File: config.mk
export PLATFORM = sky130hd
export DESIGN_NAME = stream_demux_n
export DESIGN_NICKNAME = d
export VERILOG_FILES = /design/src/rtl/stream_demux_n.sv
export SDC_FILE = /design/constraint.sdc
export NUM_CORES = 1
export LEC_CHECK = 0
export ABC_AREA = 0
export CORE_MARGIN = 1.5
export CORE_UTILIZATION = 38
export DETAILED_ROUTE_END_ITERATION = 12
export PLACE_DENSITY = 0.77
export SYNTH_ARGS = -nofsm -noshare
export SYNTH_HDL_FRONTEND = slang
export SYNTH_SLANG_ARGS = --single-unit
export TNS_END_PERCENT = 20
File: constraint.sdc
create_clock -name clk -period 2.05 [get_ports clk]
set_clock_uncertainty 0.1 [all_clocks]
set_input_delay 0.3075 -clock clk [delete_from_list [all_inputs] [get_ports clk]]
set_output_delay 0.3075 -clock clk [all_outputs]
set_load 0.005 [all_outputs]
File: src/rtl/stream_demux_n.sv
// Registered 1:N stream demultiplexer with a one-beat buffer, broadcast delivery
// and a saturating counter for beats addressed to a nonexistent channel.
module stream_demux_n #(
    parameter int WIDTH = 8,
    parameter int NCH   = 4,
    parameter int SEL_W = $clog2(NCH),
    parameter int CNT_W = 8
) (
    input  logic             clk,
    input  logic             rst_n,
    input  logic             in_valid,
    output logic             in_ready,
    input  logic [WIDTH-1:0] in_data,
    input  logic [SEL_W-1:0] in_sel,
    input  logic             in_bcast,
    output logic [NCH-1:0]   out_valid,
    input  logic [NCH-1:0]   out_ready,
    output logic [WIDTH-1:0] out_data,
    output logic             busy,
    output logic [CNT_W-1:0] drop_cnt
);

    logic [NCH-1:0]   pending_reg;
    logic [NCH-1:0]   pending_next;
    logic [WIDTH-1:0] data_reg;
    logic [WIDTH-1:0] data_next;
    logic [CNT_W-1:0] drop_reg;
    logic [CNT_W-1:0] drop_next;

    logic [NCH-1:0]   sel_hit;
    logic [NCH-1:0]   target_mask;
    logic             target_ok;
    logic             last;
    logic             accept;

    // One-hot decode of in_sel; an out-of-range index yields an all-zero vector.
    generate
        for (genvar gi = 0; gi < NCH; gi++) begin : g_sel
            assign sel_hit[gi] = (in_sel == SEL_W'(gi));
        end
    endgenerate

    assign target_ok   = in_bcast | (|sel_hit);
    assign target_mask = in_bcast ? {NCH{1'b1}} : sel_hit;

    // The buffer frees up in the same cycle its last pending channel takes the beat.
    assign last     = ((pending_reg & ~out_ready) == '0);
    assign in_ready = last;
    assign accept   = in_valid & last;

    always_comb begin
        pending_next = pending_reg & ~out_ready;
        data_next    = data_reg;
        drop_next    = drop_reg;
        if (accept) begin
            if (target_ok) begin
                pending_next = target_mask;
                data_next    = in_data;
            end else begin
                pending_next = '0;
                if (!(&drop_reg)) begin
                    drop_next = drop_reg + CNT_W'(1);
                end
            end
        end
    end

    always_ff @(posedge clk or negedge rst_n) begin
        if (!rst_n) begin
            pending_reg <= '0;
            data_reg    <= '0;
            drop_reg    <= '0;
        end else begin
            pending_reg <= pending_next;
            data_reg    <= data_next;
            drop_reg    <= drop_next;
        end
    end

    assign out_valid = pending_reg;
    assign out_data  = data_reg;
    assign busy      = |pending_reg;
    assign drop_cnt  = drop_reg;

endmodule

==> results of run 1 <==
-- cells by family (layout without fill, tap and decap cells) --
family                 after synthesis  count (layout)
flip-flops                          20              20
buffers and inverters               11              48
AO/OA/AOI/OAI                        8               8
multiplexers                         8               8
AND/OR/NAND/NOR                      7               7
-- cell type report --
type	count	share of cell area, %
Tap cell	27	2.719
Multi-Input combinational cell	23	19.13
Clock inverter	1	2.417
Clock buffer	3	1.813
Inverter	2	0.6042
Sequential cell	20	40.28
Timing Repair Buffer	42	33.03
-- registers in the layout (all words and copies together), names as in the netlist --
register   count
drop_cnt       8
out_data       8
out_valid      4
-- metrics by stage --
step / setup TNS [ns] / setup slack [ns] / cell area, um^2 / cells
after detailed placement: -0.3042 / -0.08810 / 1192 / 114
final: 0 / 0.1628 / 1242 / 118
after global routing: 0 / 0.08000 / 1242 / 118
after CTS: 0 / 0.1447 / 1242 / 118
after global placement: -0.03191 / -0.03191 / 1192 / 114
after floorplan: 0 / 0.4584 / 787.0 / 54
-- Yosys cell counts --
| cell type | instances |
|---|---|
| dfrtp_1 | 20 |
| clkbuf_1 | 8 |
| mux2_4 | 6 |
| a21oi_1 | 4 |
| o21bai_1 | 4 |
| inv_1 | 2 |
| mux2_2 | 2 |
| nor2b_1 | 2 |
| nor2b_4 | 2 |
| buf_6 | 1 |
| nand2_2 | 1 |
| nor4_4 | 1 |
| or4_1 | 1 |
-- worst paths after layout --
| kind | start | endpoint | slack, ns |
|---|---|---|---|
| max in group asynchronous | rst_n | drop_cnt[5]$_DFFE_PN0P_ | 1.39 |
| max reg2reg | out_valid[1]$_DFF_PN0_ | out_data[3]$_DFFE_PN0P_ | 0.33 |
| min reg2reg | drop_cnt[7]$_DFFE_PN0P_ | drop_cnt[7]$_DFFE_PN0P_ | 0.28 |
| min in group clk | drop_cnt[7]$_DFFE_PN0P_ | drop_cnt[7]$_DFFE_PN0P_ | 0.28 |
| min | rst_n | out_data[5]$_DFFE_PN0P_ | 0.25 |
| max | out_valid[2]$_DFF_PN0_ | busy | 0.16 |
-- worst max-delay path, stage by stage, from the launching register on --
cell and delay (ns):
dfrtp_1 0.41, or4_1 0.51, dlygate4sd2_1 0.27
-- power breakdown --
| group | internal [mW] | switching (mW) |
|---|---|---|
| Sequential | 0.466 | 0.0418 |
| Clock | 0.197 | 0.113 |
| Combinational | 0.275 | 0.111 |
| Total | 0.939 | 0.266 |
-- routing by layer --
layer / vias up / part of all wire [%] / GRT usage (%)
li1: 251 / - / -
met1: 245 / 39 / 16.15
met2: 19 / 54 / 27.55
met3: 2 / 5.4 / 2.778
met4: 0 / 1.0 / 7.143
met5: - / 0 / 0
-- repair_timing --
| action | CTS | global route |
|---|---|---|
| endpoints found under the hold margin | 0 | 0 |
| gates resized for setup | 2 | 0 |
| buffers inserted | 0 | 0 |
| setup endpoints to repair | 2 | 0 |
| hold buffers | 0 | 0 |
==> impl_metrics.json, run 1 <==
{
  "status": "complete, no violations",
  "final_hold_viol_count": 0,
  "path_clk_slew_ns": 0.11,
  "critical_path_arrival_ns": 1.48,
  "wire_per_inst_um": 13.02,
  "reg2reg_depth": 5,
  "die_area_mm2": 0.002353,
  "max_slew.worst_pin.slew_ns": 0.2999,
  "drt-pass1-iter-count": 2,
  "peakVddDrop_mv": 0.7572,
  "drv_slew": 0,
  "fmax_mhz": 529.9,
  "track_usage_pct": 14.82,
  "min_period_ns": 1.887,
  "cts_htree_levels": 1,
  "final_cell_mix": "37 x clkdlybuf4s50_1, 20 x dfrtp_1, 6 x mux2_4, 4 x a21oi_1, 4 x o21bai_1",
  "synth-xor-area-share_pct": 0,
  "yosys.cell_types.count": 13,
  "rows": 16,
  "syn_nets": 72,
  "synth.avg_cell_area_um2": 14.57,
  "cts_tree": "built",
  "clock_latency_ns": 0.29,
  "ys_seq_elements": 20,
  "numCtsBuffers": 3,
  "ys_seq_area_share_pct": 63.59,
  "syn_area_um2": 787.0,
  "ys_top_cells_by_area": "dfrtp_1 64%, mux2_4 11%, clkbuf_1 3.8%",
  "cts-root-buf": "clkbuf_4",
  "initial_utilization_pct": 40.11,
  "powerDensity_mw_per_mm2": 970.2,
  "die_h_um": 48.51,
  "die_x_um": 48.51,
  "crit_type": "flip-flop to primary output",
  "leakagePower_nw": 0.5608,
  "yosysWarnings": 0,
  "area_growth_pct": 57.87,
  "syn_inst": 54,
  "drive_gt1_share_pct": 20.88,
  "wl_mm": 1.536,
  "endpoint_kind": "primary output",
  "place_congestion": 0.8194,
  "min_period_over_period_pct": 92.06,
  "vias": 517,
  "synth_compound_area_share_pct": 6.359,
  "fin_hold_ws_ns": 0.2499,
  "post_synth_fa_ha_maj_area_fraction_pct": 0,
  "path_max_fanout": 3,
  "mostFrequentLayoutCell": "clkdlybuf4s50_1",
  "setup_viol": 0,
  "grt_max_degree": 21,
  "power_mw": 1.205,
  "grt-ovfl-total": 0,
  "synthDominantCellAreaShare_pct": 63.59,
  "n_fill_cell": 170,
  "coreArea_mm2": 0.001962,
  "regArea_um2": 500.5,
  "startpoint_type": "flip-flop",
  "cts_sinks": 20,
  "grt_pass1_wl_mm": 2.580,
  "clockBufferDepth": 2,
  "synth_top_family_by_area": "multiplexers",
  "ant_nets": 0,
  "rsz0062_at_grt": "no",
  "hpwl_mm": 1.247,
  "drt-initial-drc-count": 2,
  "port_buffers": 39,
  "io_pins": 40,
  "holdCritPathClass": "primary input to async pin",
  "required_ns": 1.64,
  "yosys.area.top_type": "dfrtp_1",
  "antennaDiodeCount": 0,
  "antenna_found_initial": 0,
  "slew_headroom_pct": 79.97,
  "yosys.area_share.simple_pct": 9.539,
  "drcViolationCount": 0,
  "grt_pass1_vias": 573,
  "fin_nets": 110,
  "multi_input_comb_area_um2": 237.7,
  "final_util_pct": 63.33,
  "drv_cap": 0,
  "muxShareOfSynthArea_pct": 14.31,
  "viasPerCell": 4.381
}
(Power assumes the default switching activity.)
==> inputs of run 2 (changes only) <==
HOLD_SLACK_MARGIN = 0.15   (was default)
PLACE_DENSITY = default   (was 0.77)
PLACE_DENSITY_LB_ADDON = 0.08   (was default)
==> run 2 against run 1 <==
Flip-flop and latch count unchanged. Cell area down 2.4%. Combinational power about the same. Cell count down 0.85%. Non-clock buffer count is the same. Critical path type unchanged. Critical endpoint unchanged. Largest cell class unchanged. Highest routed layer is now met3.
==> impl_metrics.json, run 2 (synthesis gave the netlist of run 1 again) <==
{
  "fin_nets": 110,
  "port_buffers": 39,
  "rows": 16,
  "drcViolationCount": 0,
  "max_stage_delay_ns": 0.50,
  "peakVddDrop_mv": 0.4066,
  "drv_slew": 0,
  "cts-root-buf": "clkbuf_4",
  "endpoint_kind": "primary output",
  "grt-ovfl-total": 0,
  "cts_htree_levels": 1,
  "ant_nets": 0,
  "slew_headroom_pct": 81.01,
  "path_max_fanout": 3,
  "initial_utilization_pct": 40.11,
  "powerDensity_mw_per_mm2": 879.6,
  "cts_sinks": 20,
  "leakagePower_nw": 0.5467,
  "die_area_mm2": 0.002353,
  "grt_pass1_vias": 532,
  "min_period_ns": 1.883,
  "critPathSlowestCell": "or4_1",
  "vias": 523,
  "antenna_found_initial": 0,
  "final_cell_mix": "37 x clkdlybuf4s50_1, 20 x dfrtp_1, 6 x mux2_4, 4 x a21oi_1, 4 x o21bai_1",
  "required_ns": 1.64,
  "place_congestion": 0.7394,
  "area_growth_pct": 54.05,
  "grt_pass1_wl_mm": 2.504,
  "wl_mm": 1.454,
  "startpoint_type": "flip-flop",
  "die_x_um": 48.51,
  "cts_setup_buffers": 0,
  "n_fill_cell": 171,
  "place_ws_ns": -0.05053,
  "antennaDiodeCount": 0,
  "cts_hold_buf": 0,
  "critical_path_arrival_ns": 1.48,
  "path_buf_inv": 1,
  "crit_type": "flip-flop to primary output",
  "setup_viol": 0,
  "tns_ns": 0,
  "coreArea_mm2": 0.001962,
  "io_pins": 40,
  "clock_latency_ns": 0.29,
  "numCtsBuffers": 3,
  "drv_cap": 0,
  "drt-pass1-iter-count": 2,
  "holdCritPathClass": "primary input to async pin",
  "clockBufferDepth": 2,
  "status": "complete, no violations",
  "cts_resized": 2,
  "die_h_um": 48.51,
  "postLayoutSetupSlackWorst_ns": 0.1669,
  "grt_max_degree": 21,
  "rsz0062_at_grt": "no",
  "max_slew.worst_pin.slew_ns": 0.2839,
  "drt-initial-drc-count": 1,
  "mostFrequentLayoutCell": "clkdlybuf4s50_1",
  "cp_top_family": "simple AND/OR/NAND/NOR gates",
  "track_usage_pct": 13.86,
  "crit_chain": "or4_1, dlygate4sd2_1",
  "final_hold_viol_count": 0,
  "min_period_over_period_pct": 91.86,
  "viasPerCell": 4.470,
  "wire_per_inst_um": 12.43,
  "fmax_mhz": 531.0,
  "cts_tree": "built",
  "drive_gt1_share_pct": 20.00,
  "path_clk_slew_ns": 0.10
}
run 2: changes by cell type in the layout (fill, tap and decap cells not counted), sizes merged:
| cell | previous run | this run |
|---|---|---|
| bufinv | 1 | 0 |
run 2: routing by layer:
layer | up-vias | GRT usage, % | wire (um)
met5 | - | 0 | 0
met4 | 0 | 5.714 | 0
met3 | 0 | 3.395 | 98
met2 | 27 | 21.76 | 676
met1 | 248 | 18.52 | 678
li1 | 248 | - | -
run 2: area by class of cell:
cell class | count | area, um^2 | area share, %
sequential | 20 | 500.5 | 41.28
timing repair buffer | 42 | 410.4 | 33.85
multi-input combinational | 23 | 237.7 | 19.61
tap | 27 | 33.78 | 2.786
clock buffer | 3 | 22.52 | 1.858
inverter | 2 | 7.507 | 0.6192
run 2: final timing paths:
check	endpoint	startpoint	depth (start not counted)	slack [ns]
min reg2reg	drop_cnt[6]$_DFFE_PN0P_	drop_cnt[6]$_DFFE_PN0P_	0	0.28
max reg2reg	out_data[5]$_DFFE_PN0P_	out_valid[0]$_DFF_PN0_	5	0.36
max	busy	out_valid[2]$_DFF_PN0_	2	0.17
min	out_valid[3]$_DFF_PN0_	rst_n	2	0.25
max in group asynchronous	drop_cnt[6]$_DFFE_PN0P_	rst_n	2	1.40
min in group clk	drop_cnt[6]$_DFFE_PN0P_	drop_cnt[6]$_DFFE_PN0P_	0	0.28
run 2: power breakdown:
group	internal [mW]	leakage, nW	switching, mW
clock	0.0682	0.0138	0.105
combinational	0.275	0.277	0.109
sequential	0.466	0.256	0.0425
run 2: per-stage QoR:
stage	cell area [um^2]	hold WS (ns)	std cells	power (mW)	utilization [%]
2_1_floorplan	787.0	-0.08809	54	0.6730	-
3_3_place_gp	1192	0.2637	114	0.9063	60.78
3_5_place_dp	1192	0.2645	114	0.9124	60.78
4_1_cts	1212	0.2516	117	1.085	61.80
5_1_grt	1212	0.2688	117	1.120	61.80
6_report	1212	0.2511	117	1.066	61.80
==> edit 1, RTL diff (settings of run 1) <==
Put one more register stage on the output `drop_cnt`, cleared by the reset. The value now appears one clock later. The other outputs are not delayed to match.
--- a/src/rtl/stream_demux_n.sv
+++ b/src/rtl/stream_demux_n.sv
@@ -80,7 +80,13 @@
     assign out_valid = pending_reg;
     assign out_data  = data_reg;
     assign busy      = |pending_reg;
-    assign drop_cnt  = drop_reg;
+    always_ff @(posedge clk or negedge rst_n) begin
+        if (!rst_n) begin
+            drop_cnt <= '0;
+        end else begin
+            drop_cnt <= drop_reg;
+        end
+    end
 
 endmodule
 
Behaviour: no difference found for any inputs over 10 cycles, from zero or initial values and one cycle with rst_n low; that may be too few to reach the edited logic, so the function may still have changed.
==> edit 1 against run 1 <==
Final area rose by 16%. Clock power increased by 11%. Synthesized area grew 25%. Power is 16% higher. Worst setup slack lost 0.047 ns. Wire length is 6.8% higher. Sequential cell count rose by 8.
==> edit 1: results (changes against run 1) <==
Seq/Total Area, Yosys: 70.98% (was 63.59%)
Min-Delay Path Class: input pin to async pin (unchanged)
Area Overhead vs Synth: 45.75% (was 57.87%)
syn nets: 80 (was 72)
vias in the first global route: 552 (was 573)
outcome: finished clean (unchanged)
leak pwr: 0.6682 nW (was 0.5608 nW)
layout cells sized above 1: 18.37% (was 20.88%)
Synth area leaders: dfrtp_1 71%, mux2_4 9.1%, clkbuf_1 3.0% (was dfrtp_1 64%, mux2_4 11%, clkbuf_1 3.8%)
gpl congestion: 0.6721 (was 0.8194)
pre-CTS setup slack: -0.04311 ns (was -0.08810 ns)
initial antenna violation count: 0 (unchanged)
Iter 0 DRT Violations: 6 (was 2)
Global Route met1 Usage: 14.47% (was 16.15%)
clock latency on the worst-skew pair: 0.32 ns (was 0.29 ns)
M2 GR Usage: 19.11% (was 27.55%)
largest net degree at the start of global routing: 29 (was 21)
Peak VDD IR: 0.8031 mV (was 0.7572 mV)
# H-tree levels: 1 (unchanged)
Max-slew headroom: 77.58% (was 79.97%)
# diodes: 0 (unchanged)
Layout Nets: 117 (was 110)
IO Port Bufs: 39 (unchanged)
clock-pin slew of the registers on the worst-case setup and hold paths: 0.14 ns (was 0.11 ns)
Num CTS Buffers: 3 (unchanged)
number of iterations in the first detailed-routing pass: 4 (was 2)
Max Buffers Root-to-Sink: 2 (unchanged)
fill count: 198 (was 170)
DRT Wirelength: 1641 microns (was 1536 microns)
dpl hpwl: 1279 microns (was 1247 microns)
Critical Path AT: 1.53 ns (was 1.48 ns)
Synthesis Warnings: 0 (unchanged)
All-Layer GR Usage: 12.29% (was 14.82%)
Synth cell types: 13 (unchanged)
M3 GR Usage: 6.944% (was 2.778%)
first-pass GRT wire length: 2421 microns (was 2580 microns)
critical-path maximum fanout: 3 (unchanged)
Synth top cells by count: 28 x dfrtp_1, 8 x clkbuf_1, 6 x mux2_4 (was 20 x dfrtp_1, 8 x clkbuf_1, 6 x mux2_4)
via count: 560 (was 517)
[edit 1: cell count changes after synthesis]
cell     delta
dfrtp_1     +8
[edit 1: cells by family after synthesis]
kind of cell | Yosys count | synth area share, %
multiplexers | 8 | 11.41
buffers and inverters | 11 | 4.943
flip-flops | 28 | 70.98
AO/OA/AOI/OAI | 8 | 5.070
AND/OR/NAND/NOR | 7 | 7.605
[edit 1: area by class of cell]
cell class	count	area (sq um)	area share, %
clock buffer	3	22.52	1.565
inverter	2	7.507	0.5217
timing repair buffer	41	402.9	28.00
tap	30	37.54	2.609
multi-input combinational	23	237.7	16.52
clock inverter	1	30.03	2.087
sequential	28	700.7	48.70
[edit 1: final timing paths]
kind                              startpoint           end  slack (ns)  cells after the start
worst min register to register   drop_reg[4]   drop_cnt[4]        0.29                      0
worst min-delay path                   rst_n  out_valid[1]        0.23                      2
worst max register to register  out_valid[1]   out_data[5]        0.31                      5
worst max-delay path            out_valid[2]          busy        0.12                      2
min in group clk                 drop_reg[4]   drop_cnt[4]        0.29                      0
max in group asynchronous              rst_n   out_data[4]        1.36                      2
[edit 1: per-stage QoR]
stage	power, mW	instance area, sq um	TNS (ns)	cells	hold WS [ns]
4_1_cts	1.414	1439	0	128	0.2355
6_report	1.395	1439	0	128	0.2330
2_1_floorplan	0.8339	987.2	0	62	-0.08809
5_1_grt	1.469	1439	0	128	0.2556
3_5_place_dp	1.070	1389	-0.1809	124	0.2646
3_3_place_gp	1.063	1389	-0.06408	124	0.2613
[edit 1: worst max-delay path, stage by stage (launching register included)]
cell and delay, ns:
dfrtp_1 0.43, or4_1 0.51, dlygate4sd2_1 0.27
[edit 1: power by group]
part           leakage [nW]  internal (mW)  switching [mW]
Clock                0.0279          0.198           0.149
Combinational         0.272          0.271           0.110
Sequential            0.368          0.624          0.0429
[edit 1: layer usage]
metal | routed length [microns] | vias up | part of all wire (%)
met5 | 0 | - | 0
met4 | 19 | 0 | 1.2
met3 | 129 | 2 | 7.9
met2 | 855 | 20 | 52
met1 | 637 | 268 | 39
li1 | - | 270 | -
==> edit 2, RTL diff (config.mk and constraints of run 1) <==
Made on the original files. Set the parameter `CNT_W` to 12 (it was 8).
--- a/src/rtl/stream_demux_n.sv
+++ b/src/rtl/stream_demux_n.sv
@@ -4,7 +4,7 @@
     parameter int WIDTH = 8,
     parameter int NCH   = 4,
     parameter int SEL_W = $clog2(NCH),
-    parameter int CNT_W = 8
+    parameter int CNT_W = 12
 ) (
     input  logic             clk,
     input  logic             rst_n,
Ports: changed (resized drop_cnt); port bits go from 40 to 44. The function was not compared with the original's and may differ.
==> edit 2 against run 1 <==
Synthesized cell count up 15%. Power increased by 0.32%. Non-clock buffer count up 4. Sequential cell count is 4 higher. Synthesized area grew 15%. Wire length rose by 8.7%. Register-to-register slack worse by 0.02 ns. Final area grew 10%. Worst setup slack lost 0.065 ns. Critical path type unchanged. Largest cell class unchanged.
==> edit 2: results (changes against run 1) <==
outcome: finished clean (unchanged)
dpl hpwl: 1360 microns (was 1247 microns)
Vias/cell: 4.520 (was 4.381)
largest delay contributor family on the critical path: simple AND/OR/NAND/NOR gates (unchanged)
Num CTS Buffers: 3 (unchanged)
Peak VDD IR: 0.5635 mV (was 0.7572 mV)
IO Port Bufs: 43 (was 39)
max FFs per register: 12
Compound-Gate Fraction of Synth Area: 5.548% (was 6.359%)
predominant post-synthesis flop cell: dfrtp_1 (unchanged)
final hold vios: 0 (unchanged)
Synth area leaders: dfrtp_1 67%, mux2_4 10%, clkbuf_1 5.0% (was dfrtp_1 64%, mux2_4 11%, clkbuf_1 3.8%)
DRT Wirelength: 1669 microns (was 1536 microns)
clock latency on the worst-skew pair: 0.30 ns
CP max stage cell: or4_1 (unchanged)
Critical Path AT: 1.55 ns (was 1.48 ns)
Layout Nets: 118 (was 110)
Placed Cells: 123 (was 114)
Synth top cells by count: 24 x dfrtp_1, 12 x clkbuf_1, 6 x mux2_4 (was 20 x dfrtp_1, 8 x clkbuf_1, 6 x mux2_4)
layout cells sized above 1: 19.19% (was 20.88%)
Max-slew headroom: 80.76% (was 79.97%)
vias in the first global route: 647 (was 573)
Seq/Total Area, Yosys: 66.57% (was 63.59%)
gpl congestion: 0.7077 (was 0.8194)
leak pwr: 0.6234 nW (was 0.5608 nW)
XOR/XNOR Fraction of Synth Area: 0% (unchanged)
syn nets: 80 (was 72)
Final Instance Count excl. Fillers: 127 (was 118)
largest net degree at the start of global routing: 25 (was 21)
mux cell area share after synthesis: 12.48% (was 14.31%)
Iter 0 DRT Violations: 10 (was 2)
Synthesis Warnings: 0 (unchanged)
first-pass GRT wire length: 2822 microns (was 2580 microns)
critical-path maximum fanout: 3 (unchanged)
Min-Delay Path Class: input pin to async pin (unchanged)
initial antenna violation count: 0 (unchanged)
setup slack, reg-to-reg: 0.31 ns (was 0.33 ns)
clock-pin slew of the registers on the worst-case setup and hold paths: 0.12 ns
asr flop ratio synth: 100.0% (unchanged)
Critical Path Max Stage Delay: 0.54 ns (was 0.51 ns)
CP Launch Point: out_valid[2] (unchanged)
All-Layer GR Usage: 14.61% (was 14.82%)
CTS root buffer: clkbuf_4 (unchanged)
Synth cell types: 13 (unchanged)
Adder-Cell Fraction of Synth Area: 0% (unchanged)
# H-tree levels: 1 (unchanged)
Reg-to-Reg Start: out_valid[1] (unchanged)
PostCTS Resize Cnt: 2 (unchanged)
number of iterations in the first detailed-routing pass: 4 (was 2)
Max Buffers Root-to-Sink: 2 (unchanged)
Syn Inst Count: 62 (was 54)
-- edit 2: cell families after synthesis --
| logic type | count (synthesis) |
|---|---|
| AO/OA/AOI/OAI | 8 |
| AND/OR/NAND/NOR | 7 |
| buffers and inverters | 15 |
| multiplexers | 8 |
| flip-flops | 24 |
-- edit 2: metal layers --
layer	vias up	part of all wire [%]	global-route usage, %
li1	269	-	-
met1	272	37	15.88
met2	33	54	26.71
met3	0	8.7	4.310
met4	0	0	5.263
met5	-	0	0
-- edit 2: where the power goes --
part	leakage [nW]	total, mW	internal (mW)	switching, mW
Combinational	0.290	0.385	0.275	0.110
Clock	0.0210	0.233	0.108	0.125
Sequential	0.312	0.591	0.545	0.0457
Total	0.623	1.21	0.928	0.281
-- edit 2: through the flow --
stage	instance area [sq um]	worst slack, ns	setup TNS, ns	hold slack (ns)
after global routing	1368	0.04970	0	0.2608
after CTS	1368	0.07428	0	0.2329
after detailed placement	1334	-0.07873	-0.1702	0.2671
after floorplan	902.1	0.4584	0	-0.08809
final	1368	0.09735	0	0.2415
after global placement	1334	-0.05254	-0.05254	0.2640
-- edit 2: worst paths after layout --
check                      depth (start not counted)      endpoint
hold reg to reg                                    0  drop_cnt[11]
setup reg to reg                                   5   out_data[7]
max in group asynchronous                          2   drop_cnt[5]
min in group clk                                   0  drop_cnt[11]
hold / removal                                     2   out_data[3]
setup / recovery                                   2          busy
-- edit 2: worst register-to-register path, delay by kind of cell, from the launching register on --
kind / cells / cell delay (ns)
flip-flops: 1 / 0.43
buffers and inverters: 1 / 0.16
AND/OR/NAND/NOR: 3 / 0.61
multiplexers: 1 / 0.34
-- edit 2: layout make-up --
cell class / instances / area [sq um]
clock buffer: 4 / 36.28
fill: 192 / 865.8
inverter: 2 / 7.507
multi-input combinational: 23 / 237.7
sequential: 24 / 600.6
tap: 28 / 35.03
timing repair buffer: 46 / 450.4
